$ cat src/rtl/four_bit_1x2_demux_reg_pkg.sv
// rtl/four_bit_1x2_demux_reg_pkg.sv - shared constants, occupancy type and saturating helper
//
// Purpose: common definitions for the registered 1-to-2 demultiplexer.
//   DEMUX_WIDTH : default data width
//   CH0 / CH1   : channel index values carried on Select
//   occ_e       : per-channel FIFO occupancy (derived from pointers)
//   sat_inc     : increment that holds at a ceiling instead of wrapping
package four_bit_1x2_demux_reg_pkg;

  localparam int DEMUX_WIDTH = 4;

  localparam logic CH0 = 1'b0;
  localparam logic CH1 = 1'b1;

  typedef enum logic [1:0] {
    OCC_EMPTY   = 2'd0,
    OCC_PARTIAL = 2'd1,
    OCC_FULL    = 2'd2
  } occ_e;

  function automatic logic [31:0] sat_inc(input logic [31:0] v, input logic [31:0] max_v);
    return (v >= max_v) ? v : v + 32'd1;
  endfunction

endpackage

$ cat src/rtl/four_bit_1x2_demux_reg_chan_fifo.sv
// rtl/four_bit_1x2_demux_reg_chan_fifo.sv - per-channel FIFO with wrap-bit pointers
//
// Purpose: small synchronous FIFO for one demux output channel.
// Ports:
//   Clock, Reset_n : clock, asynchronous active-low reset (empties the FIFO)
//   push, push_data: write request and data (ignored when full)
//   pop            : remove head (ignored when empty)
//   head           : head entry, 0 when empty
//   empty, full    : occupancy flags from registered pointers
//   count          : current number of entries
module demux_chan_fifo
  import four_bit_1x2_demux_reg_pkg::*;
#(
  parameter int WIDTH = DEMUX_WIDTH,
  parameter int DEPTH = 2,
  localparam int AW   = $clog2(DEPTH)
) (
  input  logic             Clock,
  input  logic             Reset_n,
  input  logic             push,
  input  logic [WIDTH-1:0] push_data,
  input  logic             pop,
  output logic [WIDTH-1:0] head,
  output logic             empty,
  output logic             full,
  output logic [AW:0]      count
);

  // Pointers carry one extra wrap bit so full and empty are distinguishable.
  logic [AW:0]      wr_q, wr_d;
  logic [AW:0]      rd_q, rd_d;
  logic [WIDTH-1:0] mem_q [DEPTH];
  occ_e             occ;
  logic             push_ok;
  logic             pop_ok;

  always_comb begin
    occ = OCC_PARTIAL;
    if (wr_q == rd_q) begin
      occ = OCC_EMPTY;
    end else if ((wr_q[AW-1:0] == rd_q[AW-1:0]) && (wr_q[AW] != rd_q[AW])) begin
      occ = OCC_FULL;
    end
  end

  assign empty   = (occ == OCC_EMPTY);
  assign full    = (occ == OCC_FULL);
  assign push_ok = push && !full;
  assign pop_ok  = pop && !empty;
  assign wr_d    = wr_q + {{AW{1'b0}}, push_ok};
  assign rd_d    = rd_q + {{AW{1'b0}}, pop_ok};
  assign count   = wr_q - rd_q;
  assign head    = empty ? '0 : mem_q[rd_q[AW-1:0]];

  always_ff @(posedge Clock or negedge Reset_n) begin
    if (!Reset_n) begin
      wr_q <= '0;
      rd_q <= '0;
    end else begin
      wr_q <= wr_d;
      rd_q <= rd_d;
    end
  end

  // Storage needs no reset: entries are only visible between rd and wr pointers.
  always_ff @(posedge Clock) begin
    if (push_ok) begin
      mem_q[wr_q[AW-1:0]] <= push_data;
    end
  end

endmodule

$ cat src/rtl/four_bit_1x2_demux_reg.sv
// rtl/four_bit_1x2_demux_reg.sv - registered 1-to-2 demux with per-channel FIFOs and counters
//
// Purpose: steer one valid/ready input stream to one of two buffered outputs.
// Ports:
//   Clock, Reset_n        : clock, asynchronous active-low reset
//   In, In_Valid, In_Ready: producer stream; Select picks the channel
//   Out_k, Out_k_Valid    : head word and non-empty flag of channel k
//   Out_k_Ready           : consumer k takes the head
//   Clear                 : synchronous clear of both delivered-word counters
//   Count_k               : saturating count of words popped from channel k
module four_bit_1x2_demux_reg
  import four_bit_1x2_demux_reg_pkg::*;
#(
  parameter int WIDTH = DEMUX_WIDTH,
  parameter int DEPTH = 2,
  parameter int CNT_W = 8
) (
  input  logic             Clock,
  input  logic             Reset_n,
  input  logic [WIDTH-1:0] In,
  input  logic             In_Valid,
  output logic             In_Ready,
  input  logic             Select,
  output logic [WIDTH-1:0] Out_0,
  output logic             Out_0_Valid,
  input  logic             Out_0_Ready,
  output logic [WIDTH-1:0] Out_1,
  output logic             Out_1_Valid,
  input  logic             Out_1_Ready,
  input  logic             Clear,
  output logic [CNT_W-1:0] Count_0,
  output logic [CNT_W-1:0] Count_1
);

  localparam int          AW      = $clog2(DEPTH);
  localparam logic [AW:0] OCC_MAX = (AW+1)'(DEPTH);
  localparam logic [31:0] CNT_MAX = 32'((64'd1 << CNT_W) - 64'd1);

  logic             empty0, empty1;
  logic             full0, full1;
  logic [AW:0]      occ0, occ1;
  logic             push0, push1;
  logic             pop0, pop1;
  logic [CNT_W-1:0] cnt0_q, cnt0_d;
  logic [CNT_W-1:0] cnt1_q, cnt1_d;

  // Ready depends only on Select and registered full flags, never on Out_k_Ready.
  assign In_Ready = Reset_n && !((Select == CH1) ? full1 : full0);
  assign push0    = In_Valid && In_Ready && (Select == CH0);
  assign push1    = In_Valid && In_Ready && (Select == CH1);
  assign pop0     = Out_0_Ready && !empty0;
  assign pop1     = Out_1_Ready && !empty1;

  demux_chan_fifo #(.WIDTH(WIDTH), .DEPTH(DEPTH)) u_fifo0 (
    .Clock     (Clock),
    .Reset_n   (Reset_n),
    .push      (push0),
    .push_data (In),
    .pop       (pop0),
    .head      (Out_0),
    .empty     (empty0),
    .full      (full0),
    .count     (occ0)
  );

  demux_chan_fifo #(.WIDTH(WIDTH), .DEPTH(DEPTH)) u_fifo1 (
    .Clock     (Clock),
    .Reset_n   (Reset_n),
    .push      (push1),
    .push_data (In),
    .pop       (pop1),
    .head      (Out_1),
    .empty     (empty1),
    .full      (full1),
    .count     (occ1)
  );

  assign Out_0_Valid = !empty0;
  assign Out_1_Valid = !empty1;

  // Clear has priority over a same-cycle pop.
  always_comb begin
    cnt0_d = cnt0_q;
    cnt1_d = cnt1_q;
    if (Clear) begin
      cnt0_d = '0;
      cnt1_d = '0;
    end else begin
      if (pop0) cnt0_d = CNT_W'(sat_inc(32'(cnt0_q), CNT_MAX));
      if (pop1) cnt1_d = CNT_W'(sat_inc(32'(cnt1_q), CNT_MAX));
    end
  end

  always_ff @(posedge Clock or negedge Reset_n) begin
    if (!Reset_n) begin
      cnt0_q <= '0;
      cnt1_q <= '0;
    end else begin
      cnt0_q <= cnt0_d;
      cnt1_q <= cnt1_d;
    end
  end

  assign Count_0 = cnt0_q;
  assign Count_1 = cnt1_q;

  always_ff @(posedge Clock) begin
    if (Reset_n) begin
      assert (occ0 <= OCC_MAX && occ1 <= OCC_MAX);
    end
  end

endmodule

$ cat config.mk
export PLATFORM = sky130hd
export DESIGN_NAME = four_bit_1x2_demux_reg
export DESIGN_NICKNAME = d
export VERILOG_FILES = /design/src/rtl/four_bit_1x2_demux_reg_pkg.sv /design/src/rtl/four_bit_1x2_demux_reg_chan_fifo.sv /design/src/rtl/four_bit_1x2_demux_reg.sv
export SDC_FILE = /design/constraint.sdc
export NUM_CORES = 1
export LEC_CHECK = 0
export ABC_AREA = 1
export ABC_CLOCK_PERIOD_IN_PS = 2400
export CAP_MARGIN = 25
export CORE_MARGIN = 2
export CORE_UTILIZATION = 53
export CTS_BUF_LIST = sky130_fd_sc_hd__clkbuf_8 sky130_fd_sc_hd__clkbuf_16
export CTS_CLUSTER_SIZE = 25
export DETAILED_ROUTE_END_ITERATION = 6
export GPL_TIMING_DRIVEN = 0
export PLACE_DENSITY = 0.8
export SLEW_MARGIN = 0
export SYNTH_ARGS = -nofsm -noshare
export SYNTH_HDL_FRONTEND = slang
export SYNTH_HIERARCHICAL = 1
export SYNTH_SLANG_ARGS = --single-unit
export TNS_END_PERCENT = 10
$ cat constraint.sdc
create_clock -name Clock -period 2.4 [get_ports Clock]
set_clock_uncertainty 0.05 [all_clocks]
set_input_delay 0.6 -clock Clock [delete_from_list [all_inputs] [get_ports Clock]]
set_output_delay 0.6 -clock Clock [all_outputs]
set_load 0.03 [all_outputs]
After elaboration in Yosys (flattened, before gate mapping) --
Memories as Yosys holds them, arrays and structs flattened. Cells that the tools add are included.
Cells by class: add/subtract/negate cells 6, multipliers 0, div/mod/pow operators 0, magnitude comparators 2, eq/ne operators 10, shifts and indexed selects 0, multiplexer cells 17, bitwise logic cells 1, reductions and logical operators 23
Operators with widths (count):
- 8-bit two-way mux | 6
- 8-bit by 1-bit adder with 8-bit output, second input constant | 2
- 8-bit >= comparator, second input constant | 2
- 1-bit logical AND | 12
- 2-bit by 1-bit adder with 2-bit output | 4
- 2-bit two-way mux | 4
- 4-bit two-way mux | 2
- 1-bit zero test | 5
- 1-bit two-way mux | 5
- 2-bit equality test | 2
- 2-bit equality test, second input constant | 2
- 2-bit zero test | 2
- 2-bit inequality test, second input constant | 2
- 2-bit AND reduction | 2
- 2-bit nonzero test | 2
- 1-bit equality test | 2
- 1-bit inequality test | 2
- 1-bit NOT | 1
Word-level totals: register bits 24, latch bits 0, memory bits (writable) 16, ROM bits 0, input port bits 11, output and inout port bits 27, memories 2
Memories:
- u_fifo0.mem_q | depth 2, width 4, read ports 1, clocked after memory_dff 0, write ports 1, RTL line four_bit_1x2_demux_reg_chan_fifo.sv:32 | logic [WIDTH-1:0] mem_q [DEPTH];
- u_fifo1.mem_q | depth 2, width 4, read ports 1, clocked after memory_dff 0, write ports 1, RTL line four_bit_1x2_demux_reg_chan_fifo.sv:32

Longest topological paths before layout --
Gate-level depths: netlist of run 1.
word-level depth 13, depth in mapped cells 13, depth with buffers taken out 13

Modules after synthesis --
The synthesis of run 1 kept the hierarchy.
By module, submodules not included:
- demux_chan_fifo | instances 2, cells an instance 58, area an instance 580.6 um^2, seq. area each 340.3 um^2
- four_bit_1x2_demux_reg | instances 1, cells an instance 152, area an instance 1071.0 um^2, seq. area each 400.4 um^2

Worst setup path before layout of run 1 --
No wires, ideal clock.
path kind flip-flop to flip-flop, start reg u_fifo1.rd_q[0], end mem u_fifo0/mem_q[1][0] (netlist name) (enable), arrival 2.106 ns, data required time 2.034 ns, setup slack -0.072 ns, cell stages (with the launch flop) 12, path buffers 0, clock period less this slack 2.472 ns, path through dfrtp_1 -> ha_1 -> nand3_1 -> inv_1 -> nand2_1 -> nand2_1 -> a21oi_1 -> nand2_1 -> nor2_1 -> nand2_1 -> inv_1 -> ha_1
Between the ends: word-level cells in the longest chain between the ends 13, elaborated cells between the ends (all ways) 14, those cells by class 3 x eq/ne; 5 x mux; 6 x reduce/logical
Ends and longest elaborated chain:
- start: declaration | RTL line four_bit_1x2_demux_reg_chan_fifo.sv:31 | logic [AW:0] rd_q, rd_d;
- start signal: assignment | RTL line four_bit_1x2_demux_reg_chan_fifo.sv:61 | rd_q <= rd_d;
- 1-bit equality test | RTL line four_bit_1x2_demux_reg_chan_fifo.sv:41 | end else if ((wr_q[AW-1:0] == rd_q[AW-1:0]) && (wr_q[AW] != rd_q[AW])) begin
- 1-bit logical AND | RTL line four_bit_1x2_demux_reg_chan_fifo.sv:41
- 2-bit two-way mux | RTL line four_bit_1x2_demux_reg_chan_fifo.sv:41
- 2-bit two-way mux (*) | RTL line four_bit_1x2_demux_reg_chan_fifo.sv:39 | if (wr_q == rd_q) begin
- 2-bit equality test (*) | RTL line four_bit_1x2_demux_reg_chan_fifo.sv:47 | assign full = (occ == OCC_FULL);
- via full1 | RTL line four_bit_1x2_demux_reg.sv:40 | logic full0, full1;
- 1-bit two-way mux (*) | RTL line four_bit_1x2_demux_reg.sv:48 | assign In_Ready = Reset_n && !((Select == CH1) ? full1 : full0);
- 1-bit zero test (*) | RTL line four_bit_1x2_demux_reg.sv:48
- 1-bit logical AND (*) | RTL line four_bit_1x2_demux_reg.sv:48
- via In_Ready | RTL line four_bit_1x2_demux_reg.sv:22 | output logic In_Ready,
- 1-bit logical AND (*) (2 in a row) | RTL line four_bit_1x2_demux_reg.sv:49 | assign push0 = In_Valid && In_Ready && (Select == CH0);
- via push0 | RTL line four_bit_1x2_demux_reg.sv:42 | logic push0, push1;
- 1-bit logical AND (*) | RTL line four_bit_1x2_demux_reg_chan_fifo.sv:48 | assign push_ok = push && !full;
- 1-bit two-way mux (*) | RTL line four_bit_1x2_demux_reg_chan_fifo.sv:67 | if (push_ok) begin
- 1-bit two-way mux (not written as such) (*) | RTL line four_bit_1x2_demux_reg_chan_fifo.sv:68 | mem_q[wr_q[AW-1:0]] <= push_data;
- end: declaration | RTL line four_bit_1x2_demux_reg_chan_fifo.sv:32
The timed path passes the listed nets; every way through them passes the cells marked *.

Worst setup path in the final report of run 1 --
start reg u_fifo1.rd_q[0], end out In_Ready
Between the ends: word-level cells in the longest chain between the ends 8, elaborated cells between the ends (all ways) 9, those cells by class 3 x eq/ne; 3 x mux; 3 x reduce/logical
Ends and longest elaborated chain (RTL line):
- 1-bit equality test | four_bit_1x2_demux_reg_chan_fifo.sv:41
- 1-bit logical AND | four_bit_1x2_demux_reg_chan_fifo.sv:41
- 2-bit two-way mux | four_bit_1x2_demux_reg_chan_fifo.sv:41
- 2-bit two-way mux (*) | four_bit_1x2_demux_reg_chan_fifo.sv:39
- 2-bit equality test (*) | four_bit_1x2_demux_reg_chan_fifo.sv:47
- via full1 | four_bit_1x2_demux_reg.sv:40
- 1-bit two-way mux (*) | four_bit_1x2_demux_reg.sv:48
- 1-bit zero test (*) | four_bit_1x2_demux_reg.sv:48
- 1-bit logical AND (*) | four_bit_1x2_demux_reg.sv:48
- end: declaration | four_bit_1x2_demux_reg.sv:22
Marks and branches as above.

==> metrics, run 1 <==
status finished clean; # port buffers 37; Max Freq 0.431 GHz; Pre-antenna DRT Iters 4; syn avg cell area 8.43 µm²; DR iter-0 viols 84; CTS tree done; max cap viols 0; Cells after Synth 260; Tcrit/Tclk final 0.967; Nets 326; overall power 2.92 mW; H-tree levels 2; final hold vios 0; Buf/Inv on CP 2; peak supply drop 0.000691 V; syn_nets 281; root buffer cell clkbuf_8; total CTS buffers 5; crit path launch u_fifo1/rd_q[0]; worst skew pair latency 0.29 ns; Worst Slack Setup Final 0.0798 ns; Die Y 68.3 µm; WL per Instance 11.0 µm; Inserted Diodes 0; reg-to-reg slack, setup 0.17 ns; max incr delay on CP 0.47 ns; GR Util All Layers 0.196; number of global-route vias before repair 1544; Die Wd 68.3 µm; delay-heaviest family, CP flip-flops; Worst-path clk slew 0.08 ns; Syn. warnings 6; Hold/Removal Path Class in -> async; layout cells sized above 1 0.183; initial antenna violation count 0; hpwl dp 2.97 mm; critical path class reg -> out; largest net degree at the start of global routing 21; RSZ-0062 raised after global routing false; # IOs 38; Die ar. 0.00467 mm²; reg2reg start u_fifo1/rd_q[0]; TritonCTS Sinks 40; Vias/cell 4.77; first-pass GRT wire length 6.67 mm; WHS 0.261 ns; min Tclk post-route 2.32 ns; synthesized area 0.00219 mm²; worst rel slew slack 0.761; gr ovfl total 0; commonest non-fill, non-tap cell in the layout nand2_1; Layout Utilization 0.682; Final setup viols 0; row count 23; WP data arrival 1.67 ns; overall routed net length 3.93 mm; Leak Pwr 1.38 nW; worst endpoint required time 1.75 ns; Final Max Tran Viols 0; Final GP Congestion 0.835; Hold Buf Count CTS 0; Max Root-Sink Buffers 2; crit-path cells ha_1 -> nand3_1 -> inv_1 -> nand2_1 -> nand2_1 -> a21oi_2 -> buf_6; Worst path most repeated cell nand2_1; Core Box Area 0.00400 mm²; area growth from synthesis to final layout 24.4%; ANT nets after route 0; pre-CTS setup slack -0.680 ns; Worst Setup End Kind output pin; DRC viols 0; CP startpoint kind flop; Initial Util 0.548; power per cell area 1070 mW/mm²; worst-margin pin slew 0.358 ns; Critical Path Fanout Max 10; detailed-route via count 1699; slowest cell on the critical path dfrtp_2; most frequent cells in the layout 74 x nand2_1, 47 x inv_1, 25 x clkdlybuf4s50_1
-- final timing paths --
path / depth (start not counted) / endpoint
min: 1 / Count_1[4]
max reg2reg: 11 / u_fifo0/mem_q[1][0]
min in group Clock: 1 / u_fifo0/rd_q[1]
max: 7 / In_Ready
max in group asynchronous: 2 / u_fifo0/rd_q[0]
min reg2reg: 1 / u_fifo0/rd_q[1]
-- metrics by stage --
| stage | std cells | area [µm²] | TNS (ns) |
|---|---|---|---|
| after global routing | 356 | 2730 | 0 |
| after detailed placement | 348 | 2660 | -6.44 |
| after global placement | 347 | 2630 | -16.06 |
| final | 356 | 2730 | 0 |
| after floorplan | 260 | 2200 | 0 |
| after CTS | 356 | 2740 | -0.00623 |
-- metal layers --
layer | wire [µm] | part of all wire | global-route usage
met1 | 1790 | 0.46 | 0.248
met2 | 1890 | 0.48 | 0.312
met3 | 174 | 0.044 | 0.0559
met4 | 71 | 0.018 | 0.0900
met5 | 0 | 0 | 0
-- power by group --
group	switching (mW)	internal (mW)	leakage [nW]
logic	0.946	0.508	0.876
clock network	0.225	0.229	0.0510
registers	0.158	0.853	0.456
total	1.33	1.59	1.38
-- cell type report --
type,count,area (µm²)
sequential,40,1080
fill,337,1270
tap,50,62.6
timing repair buffer,38,360
multi-input combinational,166,905
inverter,52,200
clock inverter,2,10.0
buffer,2,22.5
clock buffer,6,82.6
-- state kept, by name (all words and copies together), names as in the netlist --
signal / flops
u_fifo0/rd_q: 2
Count_1: 8
u_fifo0/wr_q: 2
u_fifo0/mem_q: 8
u_fifo1/rd_q: 2
u_fifo1/mem_q: 8
Count_0: 8
u_fifo1/wr_q: 2
-- what timing repair did --
action                     in CTS  in global routing
buffers inserted                0                  0
gates resized for setup        26                 16
setup endpoints to repair      23                 11
hold endpoints to repair        0                  0
(Power assumes the default switching activity.)
==> run 2, diff against run 1 <==
- ABC_CLOCK_PERIOD_IN_PS: 2400 -> 2500
- clock period: 2.4 -> 2.5 ns (I/O delays scaled with it)
==> metrics, run 2 (synthesis results as in run 1) <==
status finished clean; critical path class reg -> out; most frequent cells in the layout 74 x nand2_1, 47 x inv_1, 25 x clkdlybuf4s50_1; slowest cell on the critical path dfrtp_2; root buffer cell clkbuf_8; min Tclk post-route 2.40 ns; GR Util All Layers 0.203; Die Y 68.3 µm; gr ovfl total 0; register share of total power 0.331; largest net degree at the start of global routing 16; WL per Instance 11.5 µm; DRC viols 0; pre-CTS setup slack -0.775 ns; Inserted Diodes 0; Core Box Area 0.00400 mm²; Leak Pwr 1.40 nW; commonest non-fill, non-tap cell in the layout nand2_1; post-route setup TNS 0 ns; Worst-path clk slew 0.08 ns; Tcrit/Tclk final 0.961; Final setup viols 0; DR iter-0 viols 53; # port buffers 37; Nets 328; Vias/cell 4.85; Final GP Congestion 0.803; Worst Slack Setup Final 0.0981 ns; max cap viols 0; multi-input combinational cell area 888 µm²; overall routed net length 4.11 mm; worst-margin pin slew 0.440 ns; combinational power share 0.488; Initial Util 0.548; total CTS buffers 5; Hold/Removal Path Class in -> async; area growth from synthesis to final layout 25.3%; delay-heaviest family, CP flip-flops; Hold Buf Count CTS 0; Buf/Inv on CP 2; Die ar. 0.00467 mm²; final std cells w/o fill 358; max incr delay on CP 0.47 ns; number of global-route vias before repair 1593; WHS 0.296 ns; final instance area 0.00275 mm²; Die Wd 68.3 µm; ANT nets after route 0; Max Freq 0.416 GHz; power per cell area 1050 mW/mm²; CTS tree done; Critical Path Fanout Max 10; H-tree levels 2; Net Sw Power 1.28 mW; first-pass GRT wire length 6.83 mm; # IOs 38; Layout Utilization 0.687; RSZ-0062 raised after global routing true; CP startpoint kind flop; final hold vios 0; peak supply drop 0.000723 V; clock share of power 0.181; Final Max Tran Viols 0; placed cell count 348; worst endpoint required time 1.82 ns; WP data arrival 1.73 ns; layout filler cell count 310; crit-path cells ha_1 -> nand3_2 -> nand2_1 -> inv_1 -> clkdlybuf4s15_1; switch share 0.443; detailed-route via count 1736; worst skew pair latency 0.30 ns; overall power 2.89 mW; layout cells sized above 1 0.159; Max Root-Sink Buffers 2; hpwl dp 3.14 mm; TritonCTS Sinks 40; Internal Power 1.61 mW; initial antenna violation count 0; placed inst area 0.00264 mm²; row count 23; Worst Setup End Kind output pin; Pre-antenna DRT Iters 4; Storage cell area 0.00108 mm²; worst rel slew slack 0.706
-- run 2: what timing repair did --
action                                  CTS  global route
buffers inserted                          0             2
endpoints found under the setup margin   29             8
resized for setup                        20             9
-- run 2: worst paths after layout --
kind / cells after the start / from / endpoint / slack, ns
min in group Clock: 1 / u_fifo0/rd_q[1] / u_fifo0/rd_q[1] / 0.50
min: 1 / Reset_n / Count_0[5] / 0.30
max: 5 / u_fifo0/rd_q[0] / Out_0[1] / 0.1
min reg2reg: 1 / u_fifo0/rd_q[1] / u_fifo0/rd_q[1] / 0.50
max reg2reg: 11 / u_fifo1/rd_q[0] / u_fifo0/mem_q[1][3] / 0.33
max in group asynchronous: 2 / Reset_n / u_fifo1/rd_q[0] / 1.66
-- run 2: metal layers --
layer,global-route usage,vias up,part of all wire
li1,-,892,-
met1,0.247,806,0.45
met2,0.348,32,0.49
met4,0.0850,0,0.013
met3,0.0444,6,0.048
met5,0,-,0
-- run 2: final cells by class --
| cell class | count | share of cell area |
|---|---|---|
| Sequential cell | 40 | 0.395 |
| Multi-Input combinational cell | 166 | 0.323 |
| Clock buffer | 5 | 0.0251 |
| Tap cell | 50 | 0.0228 |
| Clock inverter | 3 | 0.0155 |
| Timing Repair Buffer | 40 | 0.138 |
| Buffer | 2 | 0.00820 |
| Inverter | 52 | 0.0729 |
-- run 2: power by group through the flow --
stage	sequential [mW]	combinational, mW	clock (mW)
after floorplan	1.02	0.919	0
after global placement	0.970	1.45	0
after detailed placement	0.980	1.48	0
after CTS	0.967	1.39	0.536
after global routing	0.980	1.56	0.561
final	0.957	1.41	0.522
==> run 3, diff against run 2 <==
- SKIP_LAST_GASP: not set -> 1
==> metrics, run 3 (synthesis results as in run 1) <==
status finished, violations left; failing checks negative setup slack; Leak Pwr 1.39 nW; Inserted Diodes 0; detailed-route via count 1726; min Tclk post-route 2.70 ns; Vias/cell 4.85; peak supply drop 0.000731 V; Initial Util 0.548; overall routed net length 4.09 mm; Hold Buf Count CTS 0; switch share 0.434; ANT nets after route 0; power per cell area 1070 mW/mm²; row count 23; Die Y 68.3 µm; Internal Power 1.66 mW; worst-margin pin slew 0.760 ns; commonest non-fill, non-tap cell in the layout nand2_1; overall power 2.94 mW; Worst Slack Setup Final -0.198 ns; initial antenna violation count 0; root buffer cell clkbuf_8; RSZ-0062 raised after global routing true; multi-input combinational cell area 888 µm²; critical path class reg -> out; worst skew pair latency 0.30 ns; Net Sw Power 1.27 mW; H-tree levels 2; most frequent cells in the layout 74 x nand2_1, 47 x inv_1, 32 x clkdlybuf4s50_1; final hold vios 0; Final Max Tran Viols 0; Final GP Congestion 0.803; number of global-route vias before repair 1585; DRC viols 0; CTS tree done; post-route setup TNS -1.46 ns; area growth from synthesis to final layout 25.6%; DR iter-0 viols 42; setup bufs post-CTS 0; # port buffers 37; CP startpoint kind flop; max cap viols 0; Core Box Area 0.00400 mm²; Storage cell area 0.00108 mm²; Max Freq 0.371 GHz; pre-CTS setup slack -0.775 ns; register share of total power 0.330; layout filler cell count 309; # IOs 38; Max Root-Sink Buffers 2; Final setup viols 8; total CTS buffers 5; first-pass GRT wire length 6.80 mm; Die ar. 0.00467 mm²; largest net degree at the start of global routing 16; Die Wd 68.3 µm; worst endpoint required time 1.82 ns; hpwl dp 3.14 mm; worst rel slew slack 0.493; WP data arrival 2.02 ns; Worst Setup End Kind output pin; Pre-antenna DRT Iters 4; layout cells sized above 1 0.137; Hold/Removal Path Class in -> async; TritonCTS Sinks 40; Tcrit/Tclk final 1.08; combinational power share 0.492; Worst-path clk slew 0.08 ns; final instance area 0.00275 mm²; placed inst area 0.00264 mm²; GR Util All Layers 0.203; clock share of power 0.178; Nets 326; gr ovfl total 0; Critical Path Fanout Max 10; WL per Instance 11.5 µm
-- run 3: changes by cell type in the layout (fill, tap and decap cells not counted) --
cell	previous run	this run
clkdlybuf4s50_1	25	32
clkbuf_4	1	0
clkdlybuf4s15_2	1	0
buf_4	2	0
dlymetal6s2s_1	0	1
dlygate4sd2_1	5	2
clkbuf_2	3	0
-- run 3: what timing repair did --
action / in CTS / in global routing
setup endpoints to repair: 29 / 11
pin swaps: 0 / 0
gates resized for setup: 6 / 3
-- run 3: routing by layer --
layer / wire length (µm) / vias up / GRT usage
met5: 0 / - / 0
met4: 70 / 0 / 0.0850
met3: 176 / 8 / 0.0444
met2: 1990 / 32 / 0.347
met1: 1850 / 796 / 0.246
li1: - / 890 / -
-- run 3: path summary, 6_finish.rpt --
check	from	end	slack, ns	cells past startpoint
worst max-delay path	u_fifo0/rd_q[0]	Out_0[1]	-0.20	5
worst max register to register	u_fifo1/rd_q[0]	u_fifo0/mem_q[1][3]	0.27	11
worst min register to register	u_fifo0/rd_q[1]	u_fifo0/rd_q[1]	0.50	1
min in group Clock	u_fifo0/rd_q[1]	u_fifo0/rd_q[1]	0.50	1
max in group asynchronous	Reset_n	u_fifo1/rd_q[0]	1.43	2
worst min-delay path	Reset_n	Count_0[5]	0.42	1
-- run 3: metrics by stage --
step           instances   util  hold WS, ns
5_1_grt              356  0.688        0.461
3_3_place_gp         347  0.656        0.471
3_5_place_dp         348  0.660        0.483
2_1_floorplan        260      -        0.279
6_report             356  0.688        0.418
4_1_cts              356  0.687        0.422
-- run 3: area by class of cell --
type / instances / share of cell area
plain buffers: 2 / 0.00818
clock buffers: 5 / 0.0250
clock inverters: 3 / 0.0154
inverters: 52 / 0.0727
multi-input cells: 166 / 0.323
flip-flops and latches: 40 / 0.393
well taps: 50 / 0.0227
repair buffers: 38 / 0.140
-- run 3: power groups by stage --
stage / sequential (mW) / combinational, mW / clock, mW
after floorplan: 1.02 / 0.919 / 0
after global placement: 0.970 / 1.45 / 0
after detailed placement: 0.980 / 1.48 / 0
after CTS: 0.965 / 1.47 / 0.536
after global routing: 0.994 / 1.60 / 0.561
final: 0.968 / 1.45 / 0.523
-- run 3: worst max-delay path, cell delays in order, from the launching register on --
cell             delay [ns]
dfrtp_2                0.47
ha_1                   0.32
nand3_2                0.15
nand2_1                0.07
inv_1                  0.06
clkdlybuf4s50_1        0.66
